===== src/rtl/sd_read_stream_dat_if.sv =====
// Control/data side of the SD DAT receive stream: block arm request in, byte strobes
// and block status out towards the function/FIFO and CMD/response logic.
interface sd_read_stream_dat_if #(
    parameter int MAX_BLOCK = 512
);
    localparam int BS_W = $clog2(MAX_BLOCK + 1);

    // Handshake: there is no ready/backpressure. start_read, data_strobe and read_done are
    // single-cycle pulses; block_size is sampled with start_read; data is valid on
    // data_strobe and held until the next one; crc_ok/timeout are valid with read_done.
    logic            start_read;
    logic [BS_W-1:0] block_size;
    logic            data_strobe;
    logic [7:0]      data;
    logic            read_done;
    logic            crc_ok;
    logic            timeout;
    logic            busy;

    modport master (
        output start_read, block_size,
        input  data_strobe, data, read_done, crc_ok, timeout, busy
    );

    modport slave (
        input  start_read, block_size,
        output data_strobe, data, read_done, crc_ok, timeout, busy
    );
endinterface


===== src/rtl/sd_read_stream_dat.sv =====
// SD 4-bit DAT block receiver: start nibble detect, byte assembly, per-line CRC16
// check and end nibble check, oversampling sd_clock in the system clock domain.
module sd_crc16 (
    input  logic        clock,
    input  logic        reset,
    input  logic        clear,
    input  logic        enable,
    input  logic        in,
    output logic [15:0] crc
);
    logic fb;
    assign fb = in ^ crc[15];

    // CRC16-CCITT, x^16 + x^12 + x^5 + 1, zero seed, MSB-first.
    always_ff @(posedge clock) begin
        if (reset || clear) begin
            crc <= 16'h0000;
        end else if (enable) begin
            crc <= {crc[14:0], 1'b0} ^ (fb ? 16'h1021 : 16'h0000);
        end
    end
endmodule

module sd_read_stream_dat #(
    parameter int MAX_BLOCK     = 512,
    parameter int START_TIMEOUT = 1024
) (
    input  logic                  clock,
    input  logic                  reset,
    input  logic                  sd_clock,
    input  logic [3:0]            sd_data,
    sd_read_stream_dat_if.slave   ctrl,
    output logic [2:0]            dbg_state
);
    localparam int BS_W = $clog2(MAX_BLOCK + 1);
    localparam int TO_W = $clog2(START_TIMEOUT + 1);
    localparam logic [TO_W-1:0] TO_LAST = TO_W'(START_TIMEOUT - 1);
    localparam logic [TO_W-1:0] TO_FULL = TO_W'(START_TIMEOUT);

    localparam logic [2:0] S_IDLE       = 3'd0;
    localparam logic [2:0] S_WAIT_START = 3'd1;
    localparam logic [2:0] S_READ_HI    = 3'd2;
    localparam logic [2:0] S_READ_LO    = 3'd3;
    localparam logic [2:0] S_READ_CRC   = 3'd4;
    localparam logic [2:0] S_READ_END   = 3'd5;
    localparam logic [2:0] S_DONE       = 3'd6;

    logic [2:0]      state;
    logic [2:0]      clk_sync;
    logic [3:0]      dat_s1;
    logic [3:0]      dat_s2;
    logic            tick;
    logic [3:0]      nib;
    logic [BS_W-1:0] remaining;
    logic [TO_W-1:0] edge_cnt;
    logic [3:0]      bit_cnt;
    logic [3:0]      hi_nib;
    logic [15:0]     rx_crc  [4];
    logic [15:0]     crc_out [4];
    logic            crc_en;
    logic            crc_match;
    logic            strobe_q;
    logic [7:0]      data_q;
    logic            done_q;
    logic            crc_ok_q;
    logic            timeout_q;
    logic            busy_q;

    // Data takes the same two-flop path as the clock so a nibble sampled on the
    // tick is the value present when sd_clock rose.
    always_ff @(posedge clock) begin
        if (reset) begin
            clk_sync <= 3'b000;
            dat_s1   <= 4'h0;
            dat_s2   <= 4'h0;
        end else begin
            clk_sync <= {clk_sync[1:0], sd_clock};
            dat_s1   <= sd_data;
            dat_s2   <= dat_s1;
        end
    end

    assign tick   = clk_sync[1] & ~clk_sync[2];
    assign nib    = dat_s2;
    assign crc_en = tick && !ctrl.start_read && (state == S_READ_HI || state == S_READ_LO);

    for (genvar i = 0; i < 4; i++) begin : g_crc
        sd_crc16 u_crc (
            .clock  (clock),
            .reset  (reset),
            .clear  (ctrl.start_read),
            .enable (crc_en),
            .in     (nib[i]),
            .crc    (crc_out[i])
        );
    end

    always_comb begin
        crc_match = 1'b1;
        for (int i = 0; i < 4; i++) begin
            if (rx_crc[i] != crc_out[i]) crc_match = 1'b0;
        end
    end

    always_ff @(posedge clock) begin
        if (reset) begin
            state     <= S_IDLE;
            remaining <= '0;
            edge_cnt  <= '0;
            bit_cnt   <= 4'd0;
            hi_nib    <= 4'h0;
            strobe_q  <= 1'b0;
            data_q    <= 8'h00;
            done_q    <= 1'b0;
            crc_ok_q  <= 1'b0;
            timeout_q <= 1'b0;
            busy_q    <= 1'b0;
            for (int i = 0; i < 4; i++) rx_crc[i] <= 16'h0000;
        end else begin
            strobe_q <= 1'b0;
            done_q   <= 1'b0;
            if (ctrl.start_read) begin
                // A new request while a block is in flight aborts it with a failed status.
                if (state != S_IDLE) done_q <= 1'b1;
                state     <= S_WAIT_START;
                remaining <= ctrl.block_size;
                edge_cnt  <= '0;
                busy_q    <= 1'b1;
                crc_ok_q  <= 1'b0;
                timeout_q <= 1'b0;
            end else begin
                case (state)
                    S_IDLE: begin
                    end
                    S_WAIT_START: begin
                        if (tick) begin
                            if (nib == 4'h0) begin
                                state <= S_READ_HI;
                            end else begin
                                if (edge_cnt != TO_FULL) edge_cnt <= edge_cnt + 1'b1;
                                if (edge_cnt >= TO_LAST) begin
                                    timeout_q <= 1'b1;
                                    crc_ok_q  <= 1'b0;
                                    state     <= S_DONE;
                                end
                            end
                        end
                    end
                    S_READ_HI: begin
                        if (tick) begin
                            hi_nib <= nib;
                            state  <= S_READ_LO;
                        end
                    end
                    S_READ_LO: begin
                        if (tick) begin
                            data_q    <= {hi_nib, nib};
                            strobe_q  <= 1'b1;
                            remaining <= remaining - 1'b1;
                            if (remaining == BS_W'(1)) begin
                                bit_cnt <= 4'd15;
                                state   <= S_READ_CRC;
                            end else begin
                                state <= S_READ_HI;
                            end
                        end
                    end
                    S_READ_CRC: begin
                        if (tick) begin
                            for (int i = 0; i < 4; i++) rx_crc[i] <= {rx_crc[i][14:0], nib[i]};
                            if (bit_cnt == 4'd0) state <= S_READ_END;
                            else bit_cnt <= bit_cnt - 1'b1;
                        end
                    end
                    S_READ_END: begin
                        if (tick) begin
                            crc_ok_q <= crc_match && (nib == 4'hF);
                            state    <= S_DONE;
                        end
                    end
                    S_DONE: begin
                        done_q <= 1'b1;
                        busy_q <= 1'b0;
                        state  <= S_IDLE;
                    end
                    default: state <= S_IDLE;
                endcase
            end
        end
    end

    assign ctrl.data_strobe = strobe_q;
    assign ctrl.data        = data_q;
    assign ctrl.read_done   = done_q;
    assign ctrl.crc_ok      = crc_ok_q;
    assign ctrl.timeout     = timeout_q;
    assign ctrl.busy        = busy_q;
    assign dbg_state        = state;
endmodule


===== src/flat_wrapper.sv =====
// flat-port wrapper written by rule: the top's interface ports become plain ports
module sd_read_stream_dat_flat 
#(
    parameter int MAX_BLOCK     = 512,
    parameter int START_TIMEOUT = 1024
)
  (clock, reset, sd_clock, sd_data, dbg_state, ctrl_start_read, ctrl_block_size, ctrl_data_strobe, ctrl_data, ctrl_read_done, ctrl_crc_ok, ctrl_timeout, ctrl_busy);
  sd_read_stream_dat_if #(.MAX_BLOCK(MAX_BLOCK)) ctrl_i ();
  input  logic clock;
  input  logic reset;
  input  logic sd_clock;
  input  logic [3:0] sd_data;
  output logic [2:0] dbg_state;
  input wire logic [$bits(ctrl_i.start_read)-1:0] ctrl_start_read;
  input wire logic [$bits(ctrl_i.block_size)-1:0] ctrl_block_size;
  output wire logic [$bits(ctrl_i.data_strobe)-1:0] ctrl_data_strobe;
  output wire logic [$bits(ctrl_i.data)-1:0] ctrl_data;
  output wire logic [$bits(ctrl_i.read_done)-1:0] ctrl_read_done;
  output wire logic [$bits(ctrl_i.crc_ok)-1:0] ctrl_crc_ok;
  output wire logic [$bits(ctrl_i.timeout)-1:0] ctrl_timeout;
  output wire logic [$bits(ctrl_i.busy)-1:0] ctrl_busy;
  assign ctrl_i.start_read = ctrl_start_read;
  assign ctrl_i.block_size = ctrl_block_size;
  assign ctrl_data_strobe = ctrl_i.data_strobe;
  assign ctrl_data = ctrl_i.data;
  assign ctrl_read_done = ctrl_i.read_done;
  assign ctrl_crc_ok = ctrl_i.crc_ok;
  assign ctrl_timeout = ctrl_i.timeout;
  assign ctrl_busy = ctrl_i.busy;
  sd_read_stream_dat #(.MAX_BLOCK(MAX_BLOCK), .START_TIMEOUT(START_TIMEOUT)) u_core (.clock(clock), .reset(reset), .sd_clock(sd_clock), .sd_data(sd_data), .ctrl(ctrl_i), .dbg_state(dbg_state));
endmodule

===== config.mk =====
export PLATFORM = sky130hd
export DESIGN_NAME = sd_read_stream_dat_flat
export DESIGN_NICKNAME = d
export VERILOG_FILES = /design/src/rtl/sd_read_stream_dat_if.sv /design/src/rtl/sd_read_stream_dat.sv /design/src/flat_wrapper.sv
export SDC_FILE = /design/constraint.sdc
export NUM_CORES = 1
export LEC_CHECK = 0
export BUFFER_PORTS_ARGS = -buffer_cell sky130_fd_sc_hd__clkbuf_2
export CELL_PAD_IN_SITES_DETAIL_PLACEMENT = 1
export CELL_PAD_IN_SITES_GLOBAL_PLACEMENT = 1
export CORE_MARGIN = 5
export CORE_UTILIZATION = 52
export DETAILED_ROUTE_END_ITERATION = 10
export PLACE_DENSITY_LB_ADDON = 0.1
export REMOVE_ABC_BUFFERS = 1
export SYNTH_ARGS = -nofsm -noshare
export SYNTH_HDL_FRONTEND = slang
export SYNTH_SLANG_ARGS = --single-unit
export TNS_END_PERCENT = 50

===== constraint.sdc =====
create_clock -name clock -period 11.65 [get_ports clock]
set_clock_uncertainty 0.15 [all_clocks]
set_input_delay 1.165 -clock clock [delete_from_list [all_inputs] [get_ports clock]]
set_output_delay 1.165 -clock clock [all_outputs]
set_load 0.05 [all_outputs]

======== Yosys cells after proc, flatten, opt, wreduce, memory -nomap -nowiden ========
Memories as Yosys holds them, arrays and structs flattened.
Index checks and enable logic that the tools add are counted.
word-level totals
  register bits after elaboration ......... 120
  bits in latches ......................... 0
  RAM bits ................................ 64
  memory bits (read-only) ................. 0
  input bits .............................. 18
  output and inout bits ................... 16
  logic and storage cells ................. 148
  memories kept ........................... 1
memories
  name           words  width  rd ports  clocked after memory_dff  write ports  line                      RTL
  u_core.rx_crc  4      16     4         0                         4            sd_read_stream_dat.sv:58  logic [15:0] rx_crc [4];
operators by class
  $add $sub $neg .......................... 3
  $mul .................................... 0
  divide/modulo/power cells ............... 0
  $lt $le $gt $ge ......................... 1
  equality and inequality tests ........... 32
  shift operators ......................... 0
  mux-type cells .......................... 48
  bitwise logic cells ..................... 18
  reduce and logical (&&, ||, !) cells .... 26
operators with widths
  cell                                                                                    count
  16-bit 2-to-1 mux                                                                       4
  16-bit != test                                                                          4
  16-bit by 13-bit XOR with 16-bit output                                                 4
  13-bit 2-to-1 mux                                                                       4
  10-bit 2-to-1 mux                                                                       3
  3-bit 2-to-1 mux                                                                        9
  1-bit 2-to-1 mux                                                                        21
  3-bit by 2-bit != test with 1-bit output (second input constant)                        6
  3-bit case mux with 6 select lines                                                      1
  4-bit 2-to-1 mux                                                                        4
  8-bit AND reduction                                                                     2
  2-bit by 1-bit != test with 1-bit output (second input constant)                        7
  11-bit by 1-bit adder with 11-bit output (second input constant)                        1
  11-bit by 10-bit greater-or-equal comparator with 1-bit output (second input constant)  1
  11-bit != test (second input constant)                                                  1
  10-bit by 1-bit == test with 1-bit output (second input constant)                       1
  2-bit nonzero test                                                                      5
  10-bit by 1-bit subtractor with 10-bit output (second input constant)                   1
  3-bit == test (second input constant)                                                   3
  4-bit zero test                                                                         2
  2-bit != test (second input constant)                                                   4
  4-bit case mux with 2 select lines                                                      1
  4-bit AND reduction                                                                     2
  3-bit by 2-bit == test with 1-bit output (second input constant)                        2
  other kinds (21)                                                                        35

======== Depth between registers and ports, before layout ========
An unclocked memory read counts as a cell.
  depth after elaboration ................. 9
  depth in mapped cells ................... 8
  mapped depth without buffers ............ 7

======== Cells and area by module ========
Synthesis repeated with hierarchy kept, for this count alone.
unflattened totals
  cell total of the unflattened synthesis .. 755
  area, all modules ....................... 8152.8 sq um
modules (own cells, without submodules)
  module              instances  cells each  area an instance (sq um)  sequential area each (sq um)
  sd_read_stream_dat  1          515         5620.4                    3042.9
  sd_crc16            4          60          633.1                     320.3

======== Worst setup path before layout ========
No wires, ideal clock.
  path kind ............................... input to register
  start point ............................. input ctrl_start_read
  end point ............................... memory u_core.rx_crc[0][0] (enable)
  setup time .............................. 0.499 ns
  data arrival time ....................... 4.526 ns
  required time ........................... 11.001 ns
  path slack .............................. 6.474 ns
  stages on the path ...................... 3
  path buffers ............................ 2
  cells stage by stage .................... buf_2 -> clkbuf_1 -> o21bai_1
RTL lines
  item         line                      RTL
  from (decl)  flat_wrapper.sv:14        input wire logic [$bits(ctrl_i.start_read)-1:0] ctrl_start_read;
  to (decl)    sd_read_stream_dat.sv:58

==> impl_metrics.toml <==
[critical_path]
cp-end-kind = "flop"
path_depth = 5
path_buf_inv = 2
start_kind = "primary input"
required_ns = 11.78
r2r_setup_slack_ns = 8.73
worstPathCellList = "clkbuf_2 > buf_4 > or2_2 > nor2_4 > and2_1"
cp_slowest_cell = "nor2_4"
worst_ep_arrival_time_ns = 3.08
setup.worst_path.class = "in -> reg"
reg2reg_to = "u_core.rx_crc[2][4]$_SDFFCE_PN0P_"
cp_max_fo = 64
startpoint = "reset"
reg2reg_depth = 4
r2r_start = "u_core.dbg_state[2]$_SDFFE_PP0P_"
crit_family = "simple AND/OR/NAND/NOR gates"
crit_path_end = "u_core.rx_crc[2][4]$_SDFFCE_PN0P_"
slowest_delay_ns = 0.89

[clocking]
cts_tree = "yes"
numClockSinks = 184
max-clock-path-buffers = 2
post_cts_buffers = 0
numCtsBuffers = 17
root_buffer = "clkbuf_16"
cts.repair.resized = 0
clkTransAtPathRegs_ns = 0.07
clock_latency_ns = 0.43
htree_num_levels = 4
holdBufCountCts = 0

[placed_design]
place.gp.congestion = 0.801
dpl.hpwl_mm = 12.3
port_buffers = 33

[die]
die_h_um = 133
coreArea_um2 = 15000
initial_utilization_pct = 52.5
dieArea_um2 = 17700
rows = 45
die_w_um = 133
ioPinCount = 34

[power_and_ir_drop]
p_seq_share_pct = 52.2
peakVddDrop_v = 0.000102
power.leakage_nw = 2.91
clkPwrFrac_pct = 44.1
finalPower_mw = 1.31
switching_power_uw = 287
comb_power_share_pct = 3.7
cellPowerDensity_nw_per_um2 = 150
p_sw_share_pct = 21.8
p_int_mw = 1.03

[global_route]
grt_max_degree = 80
track_usage_pct = 22.0
grt_pass1_vias = 5985
grt-ovfl-total = 0
grt_pass1_wl_mm = 31.0
antenna_found_initial = 0

[detailed_routing]
drc = 0
routed_wirelength_mm = 18.9
drtIter0Drc = 297
drt_pass1_iterations = 4
routed_via_density = 5.64
wl_per_cell_um = 18.4
vias = 5766
antenna_left = 0

[yosys]
synth_cells = 809
yosys-top-cells-count = "157 x nand2_1, 120 x dfxtp_1, 93 x a21oi_1"
synthArstFlopShare_pct = 0
synth_edf_count = 64
synthFlopType = "dfxtp_1"
ys_top_cells_by_area = "dfxtp_1 30%, edfxtp_1 24%, xnor2_1 9.0%, nand2_1 7.5%, a21oi_1 5.9%"
yosysMostFrequentCell = "nand2_1"
synth_seq_cells = 184
ys_seq_area_share_pct = 54.8
synth.largest_area_cell = "dfxtp_1"
yosys_warnings = 0
postSynthAreaPerCell_um2 = 9.76
syn_area_um2 = 7890
post_synth_num_cell_types = 58
synth_top_area_share_pct = 30.4

[final_layout]
fin_nets = 845
drive_gt1_share_pct = 9.82
num_antenna_cells = 0
area_growth_pct = 11.3

[sta]
hold_viol = 0
clock.fmax_mhz = 339
setup_viol = 0
final.min_clock_period_ns = 2.95
slew_headroom_pct = 19.2
tightest_slew_ns = 1.21
rsz0062_at_grt = "no"
slew_viol_final = 0
final.setup.tns_ns = 0
final.period_utilization_pct = 25.3

[job]
maxCapViolations = 0

[hold_path]
min-delay-path-class = "reg -> reg"

[run_status]
status = "finished, final reports clean"
final cells by class:
class | instances | area (µm²)
inverter | 10 | 37.5
clock inverter | 9 | 53.8
sequential | 184 | 4320
timing repair buffer | 38 | 203
tap | 188 | 235
clock buffer | 23 | 553
multi-input combinational | 571 | 3370
fill | 1679 | 6250
registers in the layout (all words and copies together) (netlist names), 3 cells and up:
signal	flops
u_core.ctrl.data	8
u_core.bit_cnt	4
u_core.remaining	10
u_core.edge_cnt	11
u_core.dbg_state	3
u_core.hi_nib	4
u_core.dat_s1	4
u_core.clk_sync	3
u_core.rx_crc	64
u_core.dat_s2	4
u_core.g_crc.u_crc.crc	64
power by group through the flow:
stage / clock network, mW / logic (mW) / registers, mW
4_1_cts: 0.590 / 0.0495 / 0.687
2_1_floorplan: 0 / 0.0290 / 0.700
5_1_grt: 0.620 / 0.0536 / 0.688
3_5_place_dp: 0 / 0.0492 / 0.701
6_report: 0.579 / 0.0488 / 0.687
3_3_place_gp: 0 / 0.0479 / 0.700
routing by layer:
layer | wire length (µm) | vias to the layer above | track usage, %
li1 | - | 2778 | -
met1 | 8210 | 2878 | 27.4
met2 | 9790 | 88 | 38.7
met3 | 605 | 22 | 4.57
met4 | 269 | 0 | 5.89
met5 | 0 | - | 0
stage by stage:
stage	hold slack (ns)	utilization (%)	area (µm²)	worst slack, ns	std cells
after detailed placement	0.289	54.4	8170	8.28	991
after global placement	0.269	54.4	8170	8.40	991
after floorplan	0.264	-	7720	6.62	765
after global routing	0.314	58.4	8780	8.49	1023
final	0.299	58.4	8780	8.70	1023
after CTS	0.304	58.4	8780	8.70	1023
kinds of logic after synthesis:
family / share of synthesized area (%)
and+or+nand+nor: 22.2
AOI/OAI and AO/OA: 9.97
DFF: 54.8
xor gates and xnor gates: 9.54
buffers and inverters: 2.71
adders and majority gates: 0.793
worst min path at each step:
stage	to	from	cells after the start
floorplan	u_core.clk_sync[1]$_SDFF_PP0_	u_core.clk_sync[0]$_SDFF_PP0_	1
global placement	u_core.clk_sync[1]$_SDFF_PP0_	u_core.clk_sync[0]$_SDFF_PP0_	1
detailed placement	u_core.dat_s2[0]$_SDFF_PP0_	u_core.dat_s1[0]$_SDFF_PP0_	1
finish	u_core.dat_s2[0]$_SDFF_PP0_	u_core.dat_s1[0]$_SDFF_PP0_	1
global route	u_core.dat_s2[0]$_SDFF_PP0_	u_core.dat_s1[0]$_SDFF_PP0_	1
CTS	u_core.dat_s2[0]$_SDFF_PP0_	u_core.dat_s1[0]$_SDFF_PP0_	1
layout by cell type (no fill, tap or decap), types with 2 or more instances in the layout:
| cell | Yosys | layout |
|---|---|---|
| nand3b_1 | 3 | 3 |
| edfxtp_1 | 64 | 64 |
| a31oi_1 | 4 | 4 |
| nor4_1 | 7 | 7 |
| a22oi_1 | 2 | 2 |
| a311oi_1 | 3 | 3 |
| nor2b_1 | 16 | 16 |
| or3b_1 | 3 | 3 |
| clkbuf_2 | 0 | 33 |
| ha_1 | 5 | 5 |
| nor3_1 | 6 | 6 |
| xnor2_1 | 81 | 81 |
| or3_1 | 2 | 2 |
| a211oi_1 | 7 | 7 |
| clkbuf_16 | 0 | 21 |
| o21ai_0 | 14 | 14 |
| nor4_2 | 2 | 2 |
| inv_1 | 10 | 10 |
| o31ai_1 | 3 | 3 |
| clkinv_2 | 0 | 3 |
| nor2_1 | 27 | 27 |
| nand2b_1 | 8 | 8 |
| a21oi_1 | 93 | 93 |
| dfxtp_1 | 120 | 120 |
| buf_4 | 1 | 5 |
| nand4_1 | 19 | 19 |
| nand2_1 | 157 | 156 |
| xor2_1 | 5 | 5 |
| clkinv_1 | 0 | 2 |
| clkbuf_8 | 0 | 2 |
| nand3_1 | 7 | 7 |
| and3_1 | 3 | 3 |
| and2_1 | 67 | 66 |
Note: power is estimated with default switching activity, not from simulation.
